===== src/rtl/csr_access_unit.sv =====
// Controller side of the 6-entry machine CSR file: decodes CSR ops / ECALL / MRET,
// sequences per-entry writes over 1-2 cycles and returns old value plus PC redirect.
module csr_access_unit #(
  parameter int              XLEN        = 32,
  parameter int              NCSR        = 6,
  parameter logic [XLEN-1:0] ECALL_CAUSE = 32'd11
) (
  input  logic                      clk,
  input  logic                      rst,
  input  logic                      req_valid,
  output logic                      req_ready,
  input  logic [2:0]                req_op,
  input  logic [11:0]               req_addr,
  input  logic [XLEN-1:0]           req_src,
  input  logic [XLEN-1:0]           req_pc,
  output logic                      resp_valid,
  input  logic                      resp_ready,
  output logic [XLEN-1:0]           resp_rdata,
  output logic                      resp_illegal,
  output logic                      resp_redirect,
  output logic [XLEN-1:0]           resp_pc,
  input  logic [NCSR-1:0][XLEN-1:0] csr_rdata,
  output logic [NCSR-1:0][XLEN-1:0] csr_wdata,
  output logic [NCSR-1:0]           csr_wen
);

  localparam logic [1:0] S_IDLE    = 2'd0;
  localparam logic [1:0] S_EXEC    = 2'd1;
  localparam logic [1:0] S_TRAP_MS = 2'd2;
  localparam logic [1:0] S_RESP    = 2'd3;

  localparam logic [2:0] OP_RW    = 3'd0;
  localparam logic [2:0] OP_RS    = 3'd1;
  localparam logic [2:0] OP_RC    = 3'd2;
  localparam logic [2:0] OP_ECALL = 3'd3;
  localparam logic [2:0] OP_MRET  = 3'd4;

  logic [1:0]      state_q, state_d;
  logic [2:0]      op_q, op_d;
  logic [11:0]     addr_q, addr_d;
  logic [XLEN-1:0] src_q, src_d;
  logic [XLEN-1:0] pc_q, pc_d;
  logic [XLEN-1:0] resp_rdata_q, resp_rdata_d;
  logic            resp_illegal_q, resp_illegal_d;
  logic            resp_redirect_q, resp_redirect_d;
  logic [XLEN-1:0] resp_pc_q, resp_pc_d;

  logic [2:0]      idx;
  logic            addr_ok;
  logic [XLEN-1:0] old_val, new_val, ms_trap, ms_mret;

  always_comb begin
    idx     = 3'd0;
    addr_ok = 1'b1;
    case (addr_q)
      12'h300: idx = 3'd0;
      12'h341: idx = 3'd1;
      12'h342: idx = 3'd2;
      12'h340: idx = 3'd3;
      12'h343: idx = 3'd4;
      12'h305: idx = 3'd5;
      default: addr_ok = 1'b0;
    endcase
  end

  // mstatus update for trap entry and trap return; unrelated bits pass through
  always_comb begin
    ms_trap        = csr_rdata[0];
    ms_trap[7]     = csr_rdata[0][3];
    ms_trap[3]     = 1'b0;
    ms_trap[12:11] = 2'b11;
    ms_mret        = csr_rdata[0];
    ms_mret[3]     = csr_rdata[0][7];
    ms_mret[7]     = 1'b1;
    ms_mret[12:11] = 2'b11;
  end

  always_comb begin
    state_d         = state_q;
    op_d            = op_q;
    addr_d          = addr_q;
    src_d           = src_q;
    pc_d            = pc_q;
    resp_rdata_d    = resp_rdata_q;
    resp_illegal_d  = resp_illegal_q;
    resp_redirect_d = resp_redirect_q;
    resp_pc_d       = resp_pc_q;
    csr_wen         = '0;
    csr_wdata       = '0;
    old_val         = csr_rdata[idx];
    new_val         = '0;
    case (state_q)
      S_IDLE: begin
        if (req_valid) begin
          op_d            = req_op;
          addr_d          = req_addr;
          src_d           = req_src;
          pc_d            = req_pc;
          resp_rdata_d    = '0;
          resp_illegal_d  = 1'b0;
          resp_redirect_d = 1'b0;
          resp_pc_d       = '0;
          state_d         = S_EXEC;
        end
      end
      S_EXEC: begin
        state_d = S_RESP;
        case (op_q)
          OP_RW, OP_RS, OP_RC: begin
            if (!addr_ok) begin
              resp_illegal_d = 1'b1;
            end else begin
              resp_rdata_d = old_val;
              if (op_q == OP_RW)      new_val = src_q;
              else if (op_q == OP_RS) new_val = old_val | src_q;
              else                    new_val = old_val & ~src_q;
              if (op_q == OP_RW || src_q != '0) begin
                csr_wen[idx]   = 1'b1;
                csr_wdata[idx] = new_val;
                // mstatus is mirrored onto lane 1 for the CSR file
                if (idx == 3'd0) csr_wdata[1] = new_val;
              end
            end
          end
          OP_ECALL: begin
            csr_wen[1]   = 1'b1;
            csr_wdata[1] = pc_q;
            csr_wen[2]   = 1'b1;
            csr_wdata[2] = ECALL_CAUSE;
            state_d      = S_TRAP_MS;
          end
          OP_MRET: begin
            csr_wen[0]      = 1'b1;
            csr_wdata[0]    = ms_mret;
            csr_wdata[1]    = ms_mret;
            resp_redirect_d = 1'b1;
            resp_pc_d       = csr_rdata[1];
          end
          default: resp_illegal_d = 1'b1;
        endcase
      end
      S_TRAP_MS: begin
        csr_wen[0]      = 1'b1;
        csr_wdata[0]    = ms_trap;
        csr_wdata[1]    = ms_trap;
        resp_redirect_d = 1'b1;
        resp_pc_d       = csr_rdata[5] & {{(XLEN-2){1'b1}}, 2'b00};
        state_d         = S_RESP;
      end
      default: begin
        if (resp_ready) state_d = S_IDLE;
      end
    endcase
    // an interrupted ECALL must not finish its mstatus write
    if (rst) begin
      csr_wen   = '0;
      csr_wdata = '0;
    end
  end

  always_ff @(posedge clk) begin
    if (rst) begin
      state_q         <= S_IDLE;
      op_q            <= '0;
      addr_q          <= '0;
      src_q           <= '0;
      pc_q            <= '0;
      resp_rdata_q    <= '0;
      resp_illegal_q  <= 1'b0;
      resp_redirect_q <= 1'b0;
      resp_pc_q       <= '0;
    end else begin
      state_q         <= state_d;
      op_q            <= op_d;
      addr_q          <= addr_d;
      src_q           <= src_d;
      pc_q            <= pc_d;
      resp_rdata_q    <= resp_rdata_d;
      resp_illegal_q  <= resp_illegal_d;
      resp_redirect_q <= resp_redirect_d;
      resp_pc_q       <= resp_pc_d;
    end
  end

  assign req_ready     = (state_q == S_IDLE);
  assign resp_valid    = (state_q == S_RESP);
  assign resp_rdata    = resp_rdata_q;
  assign resp_illegal  = resp_illegal_q;
  assign resp_redirect = resp_redirect_q;
  assign resp_pc       = resp_pc_q;

endmodule

===== config.mk =====
export PLATFORM = sky130hd
export DESIGN_NAME = csr_access_unit
export DESIGN_NICKNAME = d
export VERILOG_FILES = /design/src/rtl/csr_access_unit.sv
export SDC_FILE = /design/constraint.sdc
export NUM_CORES = 1
export LEC_CHECK = 0
export ABC_CLOCK_PERIOD_IN_PS = 4100
export BUFFER_PORTS_ARGS = -buffer_cell sky130_fd_sc_hd__buf_2
export CAP_MARGIN = 40
export CORE_AREA = 5 5 206 208
export CTS_CLUSTER_SIZE = 14
export DETAILED_ROUTE_END_ITERATION = 8
export DIE_AREA = 0 0 211 213
export GPL_TIMING_DRIVEN = 0
export SETUP_SLACK_MARGIN = 0.3
export SLEW_MARGIN = 20
export SYNTH_ARGS = -nofsm -noshare
export SYNTH_HDL_FRONTEND = slang
export SYNTH_SLANG_ARGS = --single-unit

===== constraint.sdc =====
create_clock -name clk -period 4.1 [get_ports clk]
set_input_delay 1.025 -clock clk [delete_from_list [all_inputs] [get_ports clk]]
set_output_delay 1.025 -clock clk [all_outputs]
set_load 0.01 [all_outputs]

==> impl_metrics.py, run 1 <==
metrics = {
    "status": {
        "status": "completed",
    },
    "setup_path": {
        "path_class": "flip-flop to output pin",
        "startpoint": "addr_q[6]",
        "crit_path_frequent_cell": "buf_12",
        "startpoint_type": "flip-flop",
        "slowest_stage": "a221oi_4",
        "r2r_start": "state_q[1]",
        "required_ps": 3070,
        "path_max_fanout": 6,
        "cp_num_buf_inv": 5,
        "cp_slowest_stage_delay_ps": 410,
        "cp_top_family": "compound AO/OA/AOI/OAI gates",
        "path_cells": "buf_8 -> nand3b_1 -> a211o_1 -> buf_12 -> buf_12 -> a221oi_4 -> o211ai_1 -> nand2_2 -> buf_12 -> nor2_4 -> buf_6",
        "crit_arrival_ps": 2990,
        "critPathCaptureType": "output pin",
    },
    "synth": {
        "synth_top_family_by_area": "compound AO/OA/AOI/OAI gates",
        "synth_compound_area_share_pct": 35.2,
        "yosysWarnings": 0,
        "synthArstFlopShare_pct": 0,
        "synth_edf_count": 0,
        "ys.flop_type": "dfxtp_1",
        "synth_cells": 1517,
        "seq_area_frac_synth_pct": 27.9,
        "synthesis.nets": 1797,
        "muxShareOfSynthArea_pct": 0.760,
        "synth_area_sq_mm": 0.0105,
        "syn_avg_cell_area_sq_um": 6.95,
        "ys_types": 67,
        "synth_xor_area_share_pct": 0.237,
        "yosys.area_share.simple_pct": 28.5,
        "synthAdderAreaFrac_pct": 0.593,
        "ys_ff_latch": 147,
    },
    "clock_network": {
        "clock-sinks": 147,
        "root_buffer": "clkbuf_16",
        "htree_levels": 4,
        "cts_tree": "done",
        "clkTransAtPathRegs_ps": 60,
        "cts-buffers-inserted": 17,
        "ctsLongestPathBuffers": 2,
        "clk_latency_ps": 460,
    },
    "grt": {
        "grt_pass1_wl_mm": 105,
        "antenna_found_initial": 8,
        "grt_use_total_pct": 31.8,
        "grt_max_degree": 17,
        "grt_overflow": 0,
        "grt_pass1_vias": 14800,
    },
    "route": {
        "drt_iter0_drc": 1746,
        "viasPerCell": 5.64,
        "drc_errors": 0,
        "vias": 15600,
        "dr.pass1.iters": 6,
        "wl_mm": 78.3,
        "wl_per_cell_um": 28.4,
        "ant_nets": 0,
    },
    "timing": {
        "slew_headroom_pct": 42.4,
        "finClkSkew_ps": 12.3,
        "worst_pin_slew_ps": 863,
        "period_needed_ps": 4010,
        "whs_ps": 440,
        "hold_viol_final": 0,
        "final.setup.worst_slack_ps": 89.1,
        "setup_violations": 0,
        "max_clock_freq_ghz": 0.249,
        "period_share_pct": 97.8,
        "timing.final.max_slew_violations": 0,
        "rsz0062_at_grt": "true",
    },
    "pwr": {
        "p_comb_share_pct": 53.3,
        "clockPowerShare_pct": 21.9,
        "power_density_mw_per_mm2": 415,
        "vdd_ir_drop_max_uv": 248,
        "p_leak_nw": 7.85,
        "p_int_mw": 4.10,
        "seq_power_share_pct": 24.8,
        "power_switching_mw": 3.57,
        "swShare_pct": 46.6,
    },
    "hold_path": {
        "hold_class": "flip-flop to flip-flop",
        "worstHoldStart": "resp_redirect",
    },
    "die": {
        "core_sq_mm": 0.0404,
        "start_util_pct": 26.1,
        "die_h_um": 213,
        "io_pins": 541,
        "fp.dieW_um": 211,
        "dieArea_sq_mm": 0.0449,
        "rows": 74,
    },
    "layout": {
        "nets": 2488,
        "area_growth_pct": 75.4,
        "drive_above_1_share_pct": 48.2,
    },
    "placement": {
        "dpl.hpwl_mm": 61.6,
        "io_buffers": 540,
        "pre_cts_ws_ps": -811,
        "place_congestion": 0.956,
    },
    "flow_run": {
        "maxCapViolCount": 0,
    },
}
metrics by stage:
stage	instance area, sq um	instances	setup TNS (ps)	util, %	power, mW
after global routing	18500	2755	-8.32	45.8	7.95
after CTS	16500	2676	0	40.8	7.08
final	18500	2757	0	45.8	7.67
after floorplan	10500	1517	0	-	3.52
after detailed placement	13900	2594	-49300	34.6	4.88
after global placement	13900	2589	-49220	34.5	4.84
logic make-up (layout without fill, tap and decap cells):
family,Yosys count,in the layout
XOR/XNOR,2,2
AO/OA/AOI/OAI,565,565
buffers and inverters,156,857
multiplexers,8,8
other,0,6
adder cells (fa/ha/maj),5,5
flip-flops,147,147
AND/OR/NAND/NOR,634,635
area by class of cell:
class | count | area [sq um]
antenna | 6 | 15.0
buffer | 146 | 1200
clock buffer | 21 | 470
clock inverter | 9 | 130
fill | 4142 | 21900
inverter | 8 | 32.5
multi-input combinational | 1215 | 8670
sequential | 147 | 2980
tap | 532 | 666
timing repair buffer | 673 | 4330
cells in the mapped netlist (2+ instances only):
library cell  instances  area [sq um]
nor3_1                8          40.0
nor2b_1               5          31.3
o21ai_0             112           561
a22o_1               25           219
nand2_1             275          1030
a211oi_1             28           210
and2_1                6          37.5
a221oi_1             28           245
a31oi_1               2          12.5
a211oi_2              6          75.1
a21oi_1             145           726
and3b_1               2          17.5
o22ai_1               2          12.5
nand3_1              49           245
mux2i_1               8          80.1
o21ai_1              16          80.1
buf_2                31           155
nor2_1              167           627
a211o_1               4          35.0
a2111oi_0             2          17.5
a21o_1               33           248
o211ai_1             26           195
clkbuf_1             94           353
buf_1                 8          30.0
nor3_2                2          20.0
a22oi_1             105           788
a221oi_2              2          30.0
and3_1                8          50.1
buf_4                 5          37.5
o31ai_1              19           143
or3_1                 2          12.5
nand4_1               7          43.8
ha_1                  5          62.6
nand3_2               4          40.0
buf_6                 9           101
nor3b_1              56           420
inv_1                 8          30.0
dfxtp_1             147          2940
nand4b_1             12           105
nand2b_1              3          18.8
nor4_1               11          68.8
nor4b_4               2          47.6
or2_2                 4          25.0
worst register-to-register path, stage by stage, from the launching register on:
cell and delay, ps:
dfxtp_2 370, inv_1 90, ha_1 280, inv_1 190, nor2_1 70, a211oi_1 660
nor2_1 300, buf_4 250, clkbuf_1 270, nand2_1 150, o21ai_0 90
metal layers:
| layer | track usage [%] | part of all wire, % | vias to the layer above |
|---|---|---|---|
| met4 | 9.84 | 3.8 | 4 |
| met1 | 41.5 | 41 | 7529 |
| met3 | 6.30 | 8.3 | 164 |
| li1 | - | - | 6918 |
| met2 | 53.4 | 47 | 935 |
| met5 | 0 | 0.034 | - |
state kept, by name, summed over array words and instances, names as in the netlist:
name / flops
resp_pc: 32
src_q: 32
op_q: 3
resp_illegal: 1
addr_q: 12
resp_redirect: 1
state_q: 2
resp_rdata: 32
pc_q: 32
power groups by stage:
stage	sequential, mW	combinational [mW]	clock [mW]
floorplan	1.80	1.73	0
global placement	1.86	2.98	0
detailed placement	1.86	3.02	0
CTS	1.87	3.53	1.68
global route	1.92	4.30	1.74
finish	1.90	4.09	1.68
path summary, 6_finish.rpt:
kind / to / slack [ps] / depth (start not counted)
max: csr_wdata[77] / 90 / 11
min: resp_redirect / 440 / 2
max reg2reg: resp_pc[14] / 1250 / 10
min reg2reg: resp_redirect / 440 / 2
cell usage in the layout, fill, tap and decap left out, types with 25 or more instances in the layout:
| master | instances |
|---|---|
| a21oi_1 | 133 |
| a22oi_2 | 33 |
| o21ai_0 | 76 |
| o211ai_1 | 26 |
| a21o_1 | 33 |
| nor3b_1 | 45 |
| nand3_1 | 43 |
| nor2_1 | 116 |
| buf_4 | 92 |
| nand2_1 | 256 |
| buf_6 | 81 |
| a221oi_4 | 26 |
| a22o_1 | 25 |
| a22oi_1 | 72 |
| dfxtp_1 | 132 |
| clkbuf_1 | 51 |
| clkbuf_16 | 26 |
| o21ai_1 | 37 |
| nor2_4 | 31 |
| buf_2 | 516 |
timing repair:
item,in CTS,in global routing
gates cloned,6,9
hold buffers,0,0
hold endpoints to repair,0,0
pin swaps,85,143
buffers inserted,48,65
resized for setup,324,345
setup endpoints to repair,198,198
Power figures use the tool's default switching activity.
==> inputs of run 2 (changes only) <==
ABC_AREA = 0   (was unset)
CELL_PAD_IN_SITES_DETAIL_PLACEMENT = 1   (was unset)
CELL_PAD_IN_SITES_GLOBAL_PLACEMENT = 1   (was unset)
CORE_AREA = 5 5 208 210   (was 5 5 206 208)
DIE_AREA = 0 0 213 215   (was 0 0 211 213)
PLACE_DENSITY_LB_ADDON = 0.1   (was unset)
==> run 2 against run 1 <==
Net effect: setup slack lost 10 ps; cell count increased by 1.5%; via count up 0.71%; maximum frequency fell by 0.26%; worst hold slack improved by 8.5 ps; die area up 1.9%; core utilization increased by 1.9 points; sequential cell count is the same; power up 3.2%; first-iteration DRC count decreased by 35%.
==> impl_metrics.py, run 2 (synthesis gave the netlist of run 1 again) <==
metrics = {
    "placement": {
        "place_area_sq_mm": 0.0139,
        "io_buffers": 540,
        "place_inst": 2596,
        "dpl.hpwl_mm": 63.6,
        "place_congestion": 0.933,
    },
    "grt": {
        "grt_overflow": 0,
        "grt_pass1_vias": 15500,
        "grt_use_total_pct": 32.8,
        "antenna_found_initial": 2,
        "grt_pass1_wl_mm": 110,
        "grt_max_degree": 17,
    },
    "clock_network": {
        "ctsHoldBuffers": 0,
        "clkTransAtPathRegs_ps": 70,
        "cts_tree": "done",
        "clk_latency_ps": 460,
        "htree_levels": 4,
        "cts-buffers-inserted": 17,
        "root_buffer": "clkbuf_16",
        "clock-sinks": 147,
        "ctsLongestPathBuffers": 2,
    },
    "die": {
        "core_sq_mm": 0.0414,
        "start_util_pct": 25.5,
        "rows": 75,
        "io_pins": 541,
        "fp.dieW_um": 213,
        "die_h_um": 215,
        "dieArea_sq_mm": 0.0458,
    },
    "timing": {
        "rsz0062_at_grt": "true",
        "period_share_pct": 98.1,
        "slew_headroom_pct": 43.9,
        "setup_violations": 0,
        "max_clock_freq_ghz": 0.249,
        "period_needed_ps": 4020,
        "timing.final.max_slew_violations": 0,
        "worst_pin_slew_ps": 842,
        "fin_tns_setup_ps": 0,
        "finClkSkew_ps": 14.0,
        "whs_ps": 449,
        "hold_viol_final": 0,
    },
    "layout": {
        "area_growth_pct": 87.3,
        "final_common_cell": "buf_2",
        "drive_above_1_share_pct": 51.6,
        "fin_area_sq_mm": 0.0197,
        "final_cell_count_no_fill": 2797,
        "final_cell_mix": "497 x buf_2, 256 x nand2_1, 135 x dfxtp_1, 122 x a21oi_1, 112 x buf_6",
        "nets": 2524,
    },
    "pwr": {
        "p_leak_nw": 8.28,
        "vdd_ir_drop_max_uv": 264,
        "power_density_mw_per_mm2": 401,
        "report.power.total_mw": 7.92,
    },
    "setup_path": {
        "critPathCaptureType": "output pin",
        "required_ps": 3070,
        "path_max_fanout": 10,
        "crit_arrival_ps": 3000,
        "path_class": "flip-flop to output pin",
        "startpoint_type": "flip-flop",
    },
    "route": {
        "viasPerCell": 5.60,
        "wl_mm": 82.7,
        "drt_iter0_drc": 1131,
        "dr.pass1.iters": 7,
        "wl_per_cell_um": 29.6,
        "ant_nets": 0,
        "drc_errors": 0,
        "vias": 15700,
    },
    "flow_run": {
        "maxCapViolCount": 0,
    },
    "hold_path": {
        "hold_class": "flip-flop to flip-flop",
    },
    "status": {
        "status": "completed",
    },
}
[run 2: repair_timing]
item                                   4_1_cts  5_1_grt
cloned                                       6       13
pin swaps                                  122      161
setup buffers                               79       69
endpoints found under the hold margin        0        0
setup endpoints to repair                  198      197
resized for setup                          424      365
[run 2: power breakdown]
part / switching [mW] / internal, mW / leakage, nW
sequential: 0.266 / 1.63 / 1.20
clock: 0.710 / 0.966 / 0.289
combinational: 2.76 / 1.58 / 6.79
[run 2: critical path: stages, from the launching register on]
cell and delay, ps:
dfxtp_2 320, buf_6 130, nand3b_1 220, buf_4 190
a21boi_4 260, buf_12 210, buf_4 150, mux2i_4 260
a211oi_4 90, buf_6 150, a22oi_2 170, buf_4 150
a21oi_1 60, buf_2 160
[run 2: stage by stage]
| stage | setup slack (ps) | utilization (%) |
|---|---|---|
| after global routing | 4.85 | 47.7 |
| after floorplan | 537 | - |
| after global placement | -1010 | 33.6 |
| after CTS | 177 | 41.8 |
| after detailed placement | -1020 | 33.6 |
| final | 78.8 | 47.7 |
[run 2: layout make-up]
type / count / area [sq um]
clock inverter: 10 / 123
sequential: 147 / 2960
fill: 4952 / 21600
buffer: 148 / 1290
tap: 539 / 674
clock buffer: 22 / 484
timing repair buffer: 708 / 5060
inverter: 8 / 35.0
antenna: 1 / 2.50
multi-input combinational: 1214 / 9110
[run 2: path summary, 6_finish.rpt]
path,start,to,slack [ps],cells after the start
hold / removal,resp_pc[8],resp_pc[8],450,2
hold reg to reg,resp_pc[8],resp_pc[8],450,2
setup / recovery,addr_q[6],csr_wdata[64],80,13
setup reg to reg,addr_q[6],resp_rdata[30],1310,12
[run 2: metal layers]
metal  track usage, %  share of wire (%)  vias to the layer above
met3             4.97                6.8                      139
met4             9.92                3.6                        2
li1                 -                  -                     7010
met5                0             0.0073                        -
met2             55.1                 48                      729
met1             43.2                 42                     7780
==> inputs of run 3 (changes only) <==
PLACE_DENSITY = 0.74   (was unset)
PLACE_DENSITY_LB_ADDON = unset   (was 0.1)
==> run 3 against run 2 <==
Net effect: sequential power is essentially flat; count of clock-buffer cells in the layout shrank 3; cell count is essentially flat; final area shrank 0.60%; core utilization shrank 0.29 points; clock power grew 2%; global-route usage grew 0.30 points; combinational power is essentially flat; via count grew 1.7%; critical endpoint is now csr_wdata[8]; largest cell class unchanged; largest power group unchanged.
==> impl_metrics.py, run 3 (synthesis gave the netlist of run 1 again) <==
metrics = {
    "setup_path": {
        "r2r-end": "resp_pc[13]",
        "r2r_start": "state_q[0]",
        "required_ps": 3070,
        "endpoint": "csr_wdata[8]",
        "r2r_setup_slack_ps": 1220,
        "critPathCaptureType": "output pin",
        "path_class": "flip-flop to output pin",
        "reg2reg_depth": 10,
        "path_max_fanout": 7,
        "startpoint": "addr_q[6]",
        "startpoint_type": "flip-flop",
        "crit_arrival_ps": 3060,
    },
    "timing": {
        "timing.final.max_slew_violations": 0,
        "fin_tns_setup_ps": 0,
        "hold_viol_final": 0,
        "period_needed_ps": 4090,
        "worst_pin_slew_ps": 851,
        "slew_headroom_pct": 43.1,
        "rsz0062_at_grt": "true",
        "finClkSkew_ps": 12.3,
        "whs_ps": 453,
        "max_clock_freq_ghz": 0.245,
        "setup_violations": 0,
        "period_share_pct": 99.6,
    },
    "placement": {
        "io_buffers": 540,
        "dpl.hpwl_mm": 63.7,
        "place_area_sq_mm": 0.0139,
        "place_congestion": 0.954,
    },
    "die": {
        "rows": 75,
        "core_sq_mm": 0.0414,
        "fp.dieW_um": 213,
        "io_pins": 541,
        "start_util_pct": 25.5,
        "dieArea_sq_mm": 0.0458,
        "die_h_um": 215,
    },
    "layout": {
        "nets": 2519,
        "final_common_cell": "buf_2",
        "drive_above_1_share_pct": 52.4,
        "fin_area_sq_mm": 0.0196,
        "final_cell_mix": "491 x buf_2, 254 x nand2_1, 125 x a21oi_1, 122 x dfxtp_1, 118 x buf_6",
        "area_growth_pct": 86.2,
        "fillCellCount": 4974,
    },
    "route": {
        "drt_iter0_drc": 1527,
        "wl_mm": 83.4,
        "drc_errors": 0,
        "wl_per_cell_um": 29.8,
        "ant_nets": 0,
        "viasPerCell": 5.69,
        "dr.pass1.iters": 5,
        "vias": 15900,
    },
    "clock_network": {
        "cts-buffers-inserted": 17,
        "clock-sinks": 147,
        "clkTransAtPathRegs_ps": 70,
        "clk_latency_ps": 470,
        "htree_levels": 4,
        "ctsLongestPathBuffers": 2,
        "cts_tree": "done",
        "root_buffer": "clkbuf_16",
    },
    "grt": {
        "grt_overflow": 0,
        "grt_use_total_pct": 33.1,
        "antenna_found_initial": 8,
        "grt_pass1_wl_mm": 111,
        "grt_max_degree": 17,
        "grt_pass1_vias": 15900,
    },
    "pwr": {
        "report.power.total_mw": 7.94,
        "p_leak_nw": 8.18,
        "power_density_mw_per_mm2": 404,
        "vdd_ir_drop_max_uv": 217,
    },
    "status": {
        "status": "completed",
    },
    "flow_run": {
        "maxCapViolCount": 0,
    },
    "hold_path": {
        "hold_depth": 2,
        "hold_class": "flip-flop to flip-flop",
    },
}
==> run 3: cell types whose count changed in the layout (fill, tap and decap cells not counted), sizes merged, moves of 2 or more <==
cell	delta
diode	+6
buf	-3
clkbuf	-7
inv	+2
==> run 3: final cells by class <==
type                       instances  area [sq um]  share of cell area [%]
antenna                            7          17.5                  0.0892
buffer                           148          1230                    6.29
clock buffer                      19           443                    2.26
clock inverter                    13           174                   0.886
inverter                           8          37.5                   0.191
multi-input combinational       1214          9150                    46.6
sequential                       147          3000                    15.3
tap                              539           674                    3.44
timing repair buffer             703          4900                    25.0
==> run 3: worst min-delay path by stage <==
stage                   from       endpoint  slack [ps]
5_1_grt           resp_pc[4]     resp_pc[4]         480
4_1_cts        resp_redirect  resp_redirect         450
3_5_place_dp     resp_pc[24]    resp_pc[24]         440
6_report         resp_pc[16]    resp_pc[16]         450
3_3_place_gp   resp_redirect  resp_redirect         430
2_1_floorplan       pc_q[10]       pc_q[10]         440
==> run 3: power breakdown <==
group,internal (mW),switching [mW],leakage (nW),total (mW)
logic,1.52,2.79,6.67,4.31
registers,1.64,0.264,1.21,1.91
clock network,0.984,0.736,0.297,1.72
total,4.14,3.79,8.18,7.94
==> run 3: repair_timing <==
item                                    4_1_cts  5_1_grt
pin swaps                                   120      175
cloned                                        9        8
hold buffers                                  0        0
endpoints found under the setup margin      198      197
gates resized for setup                     387      430
buffers inserted                             85       58
==> run 3: routing by layer <==
| layer | part of all wire, % | track usage (%) | up-vias |
|---|---|---|---|
| met5 | 0 | 0 | - |
| met4 | 4.3 | 14.4 | 0 |
| met3 | 8.0 | 6.59 | 177 |
| met2 | 48 | 54.4 | 898 |
| met1 | 40 | 41.9 | 7863 |
| li1 | - | - | 6994 |
==> run 3: critical path: stages (launching register included) <==
cell and delay [ps]:
dfxtp_2 320, buf_8 130, nand3b_1 260, a211o_4 430, buf_12 160, buf_12 150, a221oi_4 370, o211ai_1 210
nand2_2 300, o21ai_4 120, buf_6 130
==> run 3: per-stage QoR <==
stage          utilization [%]  setup WS, ps  std cells
6_report                  47.4          14.6       2798
5_1_grt                   47.4         -16.5       2798
4_1_cts                   41.4           119       2724
3_5_place_dp              33.7         -1020       2598
3_3_place_gp              33.6         -1060       2596
2_1_floorplan                -           537       1517
